<file path="src/rtl/display_pkg.sv">
// Shared seven-segment types and the hex-to-segment decoder
// used by display_source_mux and its scan timer.
package display_pkg;

  typedef logic [6:0] seg_t;

  localparam seg_t SEG_OFF = 7'h7F;

  function automatic seg_t hex_to_seg(input logic [3:0] hex);
    seg_t s;
    case (hex)
      4'h0:    s = 7'h40;
      4'h1:    s = 7'h79;
      4'h2:    s = 7'h24;
      4'h3:    s = 7'h30;
      4'h4:    s = 7'h19;
      4'h5:    s = 7'h12;
      4'h6:    s = 7'h02;
      4'h7:    s = 7'h78;
      4'h8:    s = 7'h00;
      4'h9:    s = 7'h10;
      4'hA:    s = 7'h08;
      4'hB:    s = 7'h03;
      4'hC:    s = 7'h46;
      4'hD:    s = 7'h21;
      4'hE:    s = 7'h06;
      4'hF:    s = 7'h0E;
      default: s = SEG_OFF;
    endcase
    return s;
  endfunction

endpackage

</file>
<file path="src/rtl/seg_scan_timer.sv">
// Scan timer: tick every CLK_HZ/SCAN_HZ clocks, digit index,
// and a frame_wrap strobe on the tick that returns the index to 0.
module seg_scan_timer #(
  parameter int CLK_HZ   = 100_000_000,
  parameter int SCAN_HZ  = 1000,
  parameter int N_DIGITS = 8
) (
  input  logic                        i_clk,
  input  logic                        i_rst_n,
  output logic                        o_tick,
  output logic [$clog2(N_DIGITS)-1:0] o_digit_idx,
  output logic                        o_frame_wrap
);

  localparam int TICK_DIV = CLK_HZ / SCAN_HZ;
  localparam int CW = (TICK_DIV > 1) ? $clog2(TICK_DIV) : 1;
  localparam int IW = $clog2(N_DIGITS);

  logic [CW-1:0] r_cnt;
  logic [IW-1:0] r_idx;
  logic          w_tick;
  logic          w_wrap;

  assign w_tick = (r_cnt == CW'(TICK_DIV - 1));
  assign w_wrap = w_tick && (r_idx == IW'(N_DIGITS - 1));

  // free-running tick divider and digit index
  always_ff @(posedge i_clk) begin
    if (!i_rst_n) begin
      r_cnt <= '0;
      r_idx <= '0;
    end else begin
      r_cnt <= w_tick ? '0 : r_cnt + 1'b1;
      if (w_wrap)
        r_idx <= '0;
      else if (w_tick)
        r_idx <= r_idx + 1'b1;
    end
  end

  assign o_tick       = w_tick;
  assign o_digit_idx  = r_idx;
  assign o_frame_wrap = w_wrap;

endmodule

</file>
<file path="src/rtl/display_source_mux.sv">
// N-source seven-segment selector/scanner; source changes on frame wrap.
// Optional SWITCH_BLANK_EN inserts one dark frame before a new source.
module display_source_mux
  import display_pkg::*;
#(
  parameter int N_SRC    = 4,
  parameter int N_DIGITS = 8,
  parameter int CLK_HZ   = 100_000_000,
  parameter int SCAN_HZ  = 1000
) (
  input  logic                        clk_100MHz,
  input  logic                        reset,
  input  logic                        mode_next,
  input  logic [N_SRC*N_DIGITS*4-1:0] src_digits,
  input  logic [N_SRC*N_DIGITS-1:0]   src_dp,
  input  logic [N_SRC*N_DIGITS-1:0]   src_blank,
  output logic [6:0]                  segs_1,
  output logic [N_DIGITS-1:0]         an,
  output logic                        point,
  output logic [$clog2(N_SRC)-1:0]    sel_src,
  output logic                        switching
);

  localparam int SW = $clog2(N_SRC);
  localparam int IW = $clog2(N_DIGITS);
  localparam int PW = $clog2(N_SRC * N_DIGITS);

  logic [SW-1:0]       r_tgt;
  logic [SW-1:0]       r_sel;
  logic [N_DIGITS-1:0] r_an;
  seg_t                r_segs;
  logic                r_point;

  logic                w_tick;
  logic                w_wrap;
  logic [IW-1:0]       w_digit_idx;
  logic [IW-1:0]       w_new_idx;
  logic [SW-1:0]       w_sel_next;
  logic [SW-1:0]       w_tgt_inc;
  logic [PW-1:0]       w_pos;
  logic [3:0]          w_hex;
  logic                w_dp;
  logic                w_blk;
  logic                w_blank_next;
  logic                w_blank_active;

  seg_scan_timer #(
    .CLK_HZ   (CLK_HZ),
    .SCAN_HZ  (SCAN_HZ),
    .N_DIGITS (N_DIGITS)
  ) u_timer (
    .i_clk        (clk_100MHz),
    .i_rst_n      (reset),
    .o_tick       (w_tick),
    .o_digit_idx  (w_digit_idx),
    .o_frame_wrap (w_wrap)
  );

  assign w_tgt_inc = (r_tgt == SW'(N_SRC - 1)) ? '0 : r_tgt + 1'b1;

`ifdef SWITCH_BLANK_EN
  logic r_blank;

  // a wrap that changes source starts a dark frame; a wrap without one ends it
  always_ff @(posedge clk_100MHz) begin
    if (!reset)
      r_blank <= 1'b0;
    else if (w_wrap)
      r_blank <= w_blank_next;
  end

  assign w_blank_active = r_blank;
  assign w_blank_next   = w_wrap ? (r_tgt != r_sel) : r_blank;
`else
  assign w_blank_active = 1'b0;
  assign w_blank_next   = 1'b0;
`endif

  // next digit slot, next source, and the live source data for that slot
  always_comb begin
    w_new_idx  = w_wrap ? '0 : w_digit_idx + 1'b1;
    w_sel_next = w_wrap ? r_tgt : r_sel;
    w_pos      = PW'(w_sel_next) * PW'(N_DIGITS) + PW'(w_new_idx);
    w_hex      = src_digits[{w_pos, 2'b00} +: 4];
    w_dp       = src_dp[w_pos];
    w_blk      = src_blank[w_pos];
  end

  // target follows every mode_next pulse; selection only moves on frame wrap
  always_ff @(posedge clk_100MHz) begin
    if (!reset) begin
      r_tgt <= '0;
      r_sel <= '0;
    end else begin
      if (w_wrap)
        r_sel <= r_tgt;
      if (mode_next)
        r_tgt <= w_tgt_inc;
    end
  end

  // pin registers refresh only on scan ticks
  always_ff @(posedge clk_100MHz) begin
    if (!reset) begin
      r_an    <= '1;
      r_segs  <= SEG_OFF;
      r_point <= 1'b1;
    end else if (w_tick) begin
      if (w_blank_next) begin
        r_an    <= '1;
        r_segs  <= SEG_OFF;
        r_point <= 1'b1;
      end else begin
        r_an    <= ~(N_DIGITS'(1) << w_new_idx);
        r_segs  <= w_blk ? SEG_OFF : hex_to_seg(w_hex);
        r_point <= w_blk | ~w_dp;
      end
    end
  end

  assign an        = r_an;
  assign segs_1    = r_segs;
  assign point     = r_point;
  assign sel_src   = r_sel;
  assign switching = (r_tgt != r_sel) | w_blank_active;

endmodule

</file>
<file path="config.mk">
export PLATFORM = sky130hd
export DESIGN_NAME = display_source_mux
export DESIGN_NICKNAME = d
export VERILOG_FILES = /design/src/rtl/display_pkg.sv /design/src/rtl/seg_scan_timer.sv /design/src/rtl/display_source_mux.sv
export SDC_FILE = /design/constraint.sdc
export NUM_CORES = 1
export LEC_CHECK = 0
export ABC_AREA = 1
export BUFFER_PORTS_ARGS = -buffer_cell sky130_fd_sc_hd__clkbuf_2
export CORE_ASPECT_RATIO = 0.9
export CORE_UTILIZATION = 51
export DETAILED_ROUTE_END_ITERATION = 12
export HOLD_SLACK_MARGIN = 0.03
export PLACE_DENSITY = 0.94
export SLEW_MARGIN = 20
export SYNTH_ARGS = -nofsm -noshare
export SYNTH_HDL_FRONTEND = slang
export SYNTH_HIERARCHICAL = 1
export SYNTH_SLANG_ARGS = --single-unit
</file>
<file path="constraint.sdc">
create_clock -name clk_100MHz -period 7.85 [get_ports clk_100MHz]
set_input_delay 0.785 -clock clk_100MHz [delete_from_list [all_inputs] [get_ports clk_100MHz]]
set_output_delay 0.785 -clock clk_100MHz [all_outputs]
set_load 0.05 [all_outputs]
</file>
==> flow_metrics.env <==
export IMPL_start_kind="flop"
export IMPL_hold_start="u_timer/r_cnt[0]"
export IMPL_gr_max_usage_layer="met2"
export IMPL_p_leak_nw=2.77
export IMPL_diodes=0
export IMPL_wirelength_um=13800
export IMPL_ios=214
export IMPL_root_buffer="clkbuf_8"
export IMPL_async_flop_share=0
export IMPL_num_rows=30
export IMPL_syn_inst=726
export IMPL_hold_viol_final=0
export IMPL_die_h_um=87.9
export IMPL_coreArea_um2=7730
export IMPL_yosysSeqAreaShare=0.192
export IMPL_pwr_density_cell_nw_per_um2=91.7
export IMPL_p_sw_frac=0.261
export IMPL_clock_latency_ns=0.29
export IMPL_comb_power_share=0.219
export IMPL_critical_path_cell_chain="ha_1, ha_1, nand4_1, inv_1, clkinv_4, nand3_2, inv_1, nand3_1, nand3_1, nand3_1, nand2_1, ha_1, nand3_1, nand3_1, nand3_1, nand2_1, nand2_1"
export IMPL_yosysTopAreaCell="nand2_1"
export IMPL_grt_total_usage=0.314
export IMPL_fin_nets=1121
export IMPL_clk_pin_slew_ns=0.08
export IMPL_fin_util=0.675
export IMPL_slew_headroom=0.380
export IMPL_fin_setup_tns_ns=0
export IMPL_clkPwrFrac=0.349
export IMPL_arrival_ns=4.30
export IMPL_ir_worst_vdd_uv=128
export IMPL_grt_max_degree=44
export IMPL_ys_ff_latch=40
export IMPL_crit_path_frequent_cell="nand3_1"
export IMPL_avgSynthCellArea_um2=5.75
export IMPL_synth_edf_count=0
export IMPL_cts_tree="yes"
export IMPL_rsz0062_at_grt="false"
export IMPL_postCtsSetupBuffers=0
export IMPL_whs_ns=0.458
export IMPL_drive_gt1_frac=0.295
export IMPL_synthTopCellsByArea="nand2_1, dfxtp_1, nand3_1"
export IMPL_gp_congestion=0.908
export IMPL_synth_cell_types=44
export IMPL_drtIter0Drc=360
export IMPL_grt_pass1_vias=4889
export IMPL_final_setup_viol_count=0
export IMPL_cts_htree_levels=2
export IMPL_fin_crit_sh=0.523
export IMPL_crit_family="simple AND/OR/NAND/NOR gates"
export IMPL_pwr_share_seq=0.432
export IMPL_grt_antenna_before_repair=0
export IMPL_final_area_um2=5220
export IMPL_fmax_ghz=0.243
export IMPL_via_per_inst=5.39
export IMPL_final_min_clock_period_ns=4.11
export IMPL_report_final_slew_viol_count=0
export IMPL_die_area_um2=8560
export IMPL_cts_resized=0
export IMPL_synth_top_area_share=0.269
export IMPL_hold_class="flop to flop"
export IMPL_grt_use_met3=0.0479
export IMPL_first_pass_iters=7
export IMPL_routedWlPerCell_um=13.7
export IMPL_syn_area_um2=4180
export IMPL_crit_start="u_timer/o_digit_idx[0]"
export IMPL_clock_skew_ns=0.00316
export IMPL_grt_ovfl_total=0
export IMPL_worstMarginPinSlew_ns=0.928
export IMPL_hpwl_um=10700
export IMPL_synth_ff_type="dfxtp_1"
export IMPL_cap_violations=0
export IMPL_finalPower_mw=0.479
export IMPL_slowest_stage="dfxtp_1"
export IMPL_post_dp_cell_area_um2=5110
export IMPL_crit_fanout=38
export IMPL_fillers=731
export IMPL_p_int_mw=0.354
export IMPL_vias=5450
export IMPL_cp_num_buf_inv=3
export IMPL_drc=0
export IMPL_start_util=0.540
export IMPL_drtAntennaViolNets=0
export IMPL_crit_required_ns=8.04
export IMPL_outcome="finished, final reports clean"
export IMPL_r2r_start="u_timer/o_digit_idx[0]"
export IMPL_portBuffers=213
export IMPL_critPathKind="flop to flop"
export IMPL_cpPeakStageDelay_ns=0.62
export IMPL_grt_util_met2=0.560
export IMPL_yosys_warnings=6
export IMPL_p_switching_mw=0.125
export IMPL_grt_use_met1=0.393
export IMPL_syn2layout_area_growth_pct=25.0
export IMPL_syn_nets=932
export IMPL_end_kind="flop"
export IMPL_hold_buffers=0
export IMPL_numCtsBuffers=5
export IMPL_clock_path_buffers=2
export IMPL_cts_sinks=40
export IMPL_die_w_um=97.4
export IMPL_grt_pass1_wl_um=22100
## sequential cells by signal, indices dropped and copies added, names as in the netlist
signal	flops
u_timer/r_cnt	17
u_timer/o_digit_idx	3
r_tgt	2
point	1
segs_1	7
an	8
sel_src	2
## cell usage after synthesis, types with 6 or more instances
cell type  number
buf_6          11
o21ai_0        14
a21oi_1        33
ha_1           11
nand3_1        82
nor2_2         12
dfxtp_1        40
nor2_1         59
nand2_1       299
xor2_1          8
inv_2           7
nand2_2         9
buf_2           8
inv_1          43
buf_4           6
nand4_1        22
## cell type report
| cell class | instances | area [um^2] | share of cell area |
|---|---|---|---|
| Clock inverter | 2 | 35.0 | 0.00671 |
| Sequential cell | 40 | 801 | 0.153 |
| Clock buffer | 6 | 72.6 | 0.0139 |
| Multi-Input combinational cell | 601 | 2920 | 0.559 |
| Inverter | 54 | 208 | 0.0398 |
| Tap cell | 96 | 120 | 0.0230 |
| Timing Repair Buffer | 213 | 1070 | 0.204 |
## power groups by stage
stage          sequential [mW]  combinational, mW  clock (mW)
5_1_grt                  0.207              0.117       0.177
2_1_floorplan            0.211             0.0473           0
3_5_place_dp             0.212              0.104           0
6_report                 0.207              0.105       0.167
3_3_place_gp             0.212              0.103           0
4_1_cts                  0.207              0.105       0.167
## final timing paths
check                     endpoint  slack, ns  cells past startpoint
hold reg to reg   u_timer/r_cnt[0]       0.46                      1
hold / removal    u_timer/r_cnt[0]       0.46                      1
setup / recovery         segs_1[3]       3.74                     17
setup reg to reg         segs_1[3]       3.74                     17
## routing by layer
metal | wire, um | up-vias
met5 | 0 | -
met4 | 280 | 0
met3 | 1180 | 27
met2 | 6560 | 265
met1 | 5800 | 2432
li1 | - | 2726
## logic make-up (layout without fill, tap and decap cells)
logic type,after synthesis,after routing,share of synthesized area
AOI/OAI and AO/OA,70,70,0.0986
adders and majority gates,11,11,0.0330
DFF,40,40,0.192
xor gates and xnor gates,10,10,0.0210
and+or+nand+nor,510,510,0.547
buffers and inverters,85,275,0.109
## cell usage in the layout, fill, tap and decap left out, types with 2 or more instances in the layout
| cell type | netlist | routed |
|---|---|---|
| nand3_2 | 4 | 4 |
| inv_2 | 7 | 7 |
| clkinv_1 | 3 | 3 |
| o22a_1 | 3 | 3 |
| nand2_4 | 2 | 2 |
| o21ai_2 | 2 | 2 |
| dfxtp_1 | 40 | 40 |
| ha_1 | 11 | 11 |
| xnor2_1 | 2 | 2 |
| o211ai_1 | 2 | 2 |
| o21ai_0 | 14 | 14 |
| nor2_2 | 12 | 12 |
| clkbuf_2 | 0 | 213 |
| xor2_1 | 8 | 8 |
| nor3_1 | 4 | 4 |
| nand2_1 | 299 | 299 |
| nor2_4 | 4 | 4 |
| nand4_1 | 22 | 22 |
| nand3_1 | 82 | 82 |
| o22ai_1 | 5 | 5 |
| o2111ai_1 | 3 | 3 |
| a21oi_1 | 33 | 33 |
| clkbuf_8 | 0 | 5 |
| nand2_2 | 9 | 9 |
| or3_1 | 2 | 2 |
| inv_1 | 43 | 43 |
| nor2_1 | 59 | 59 |
| or2_2 | 4 | 4 |
| a22oi_1 | 4 | 4 |
## through the flow
stage | worst slack [ns] | cells
2_1_floorplan | 4.89 | 726
3_3_place_gp | 3.98 | 1004
3_5_place_dp | 3.82 | 1004
4_1_cts | 3.81 | 1012
5_1_grt | 3.40 | 1012
6_report | 3.74 | 1012
Note: power is estimated with default switching activity, not from simulation.
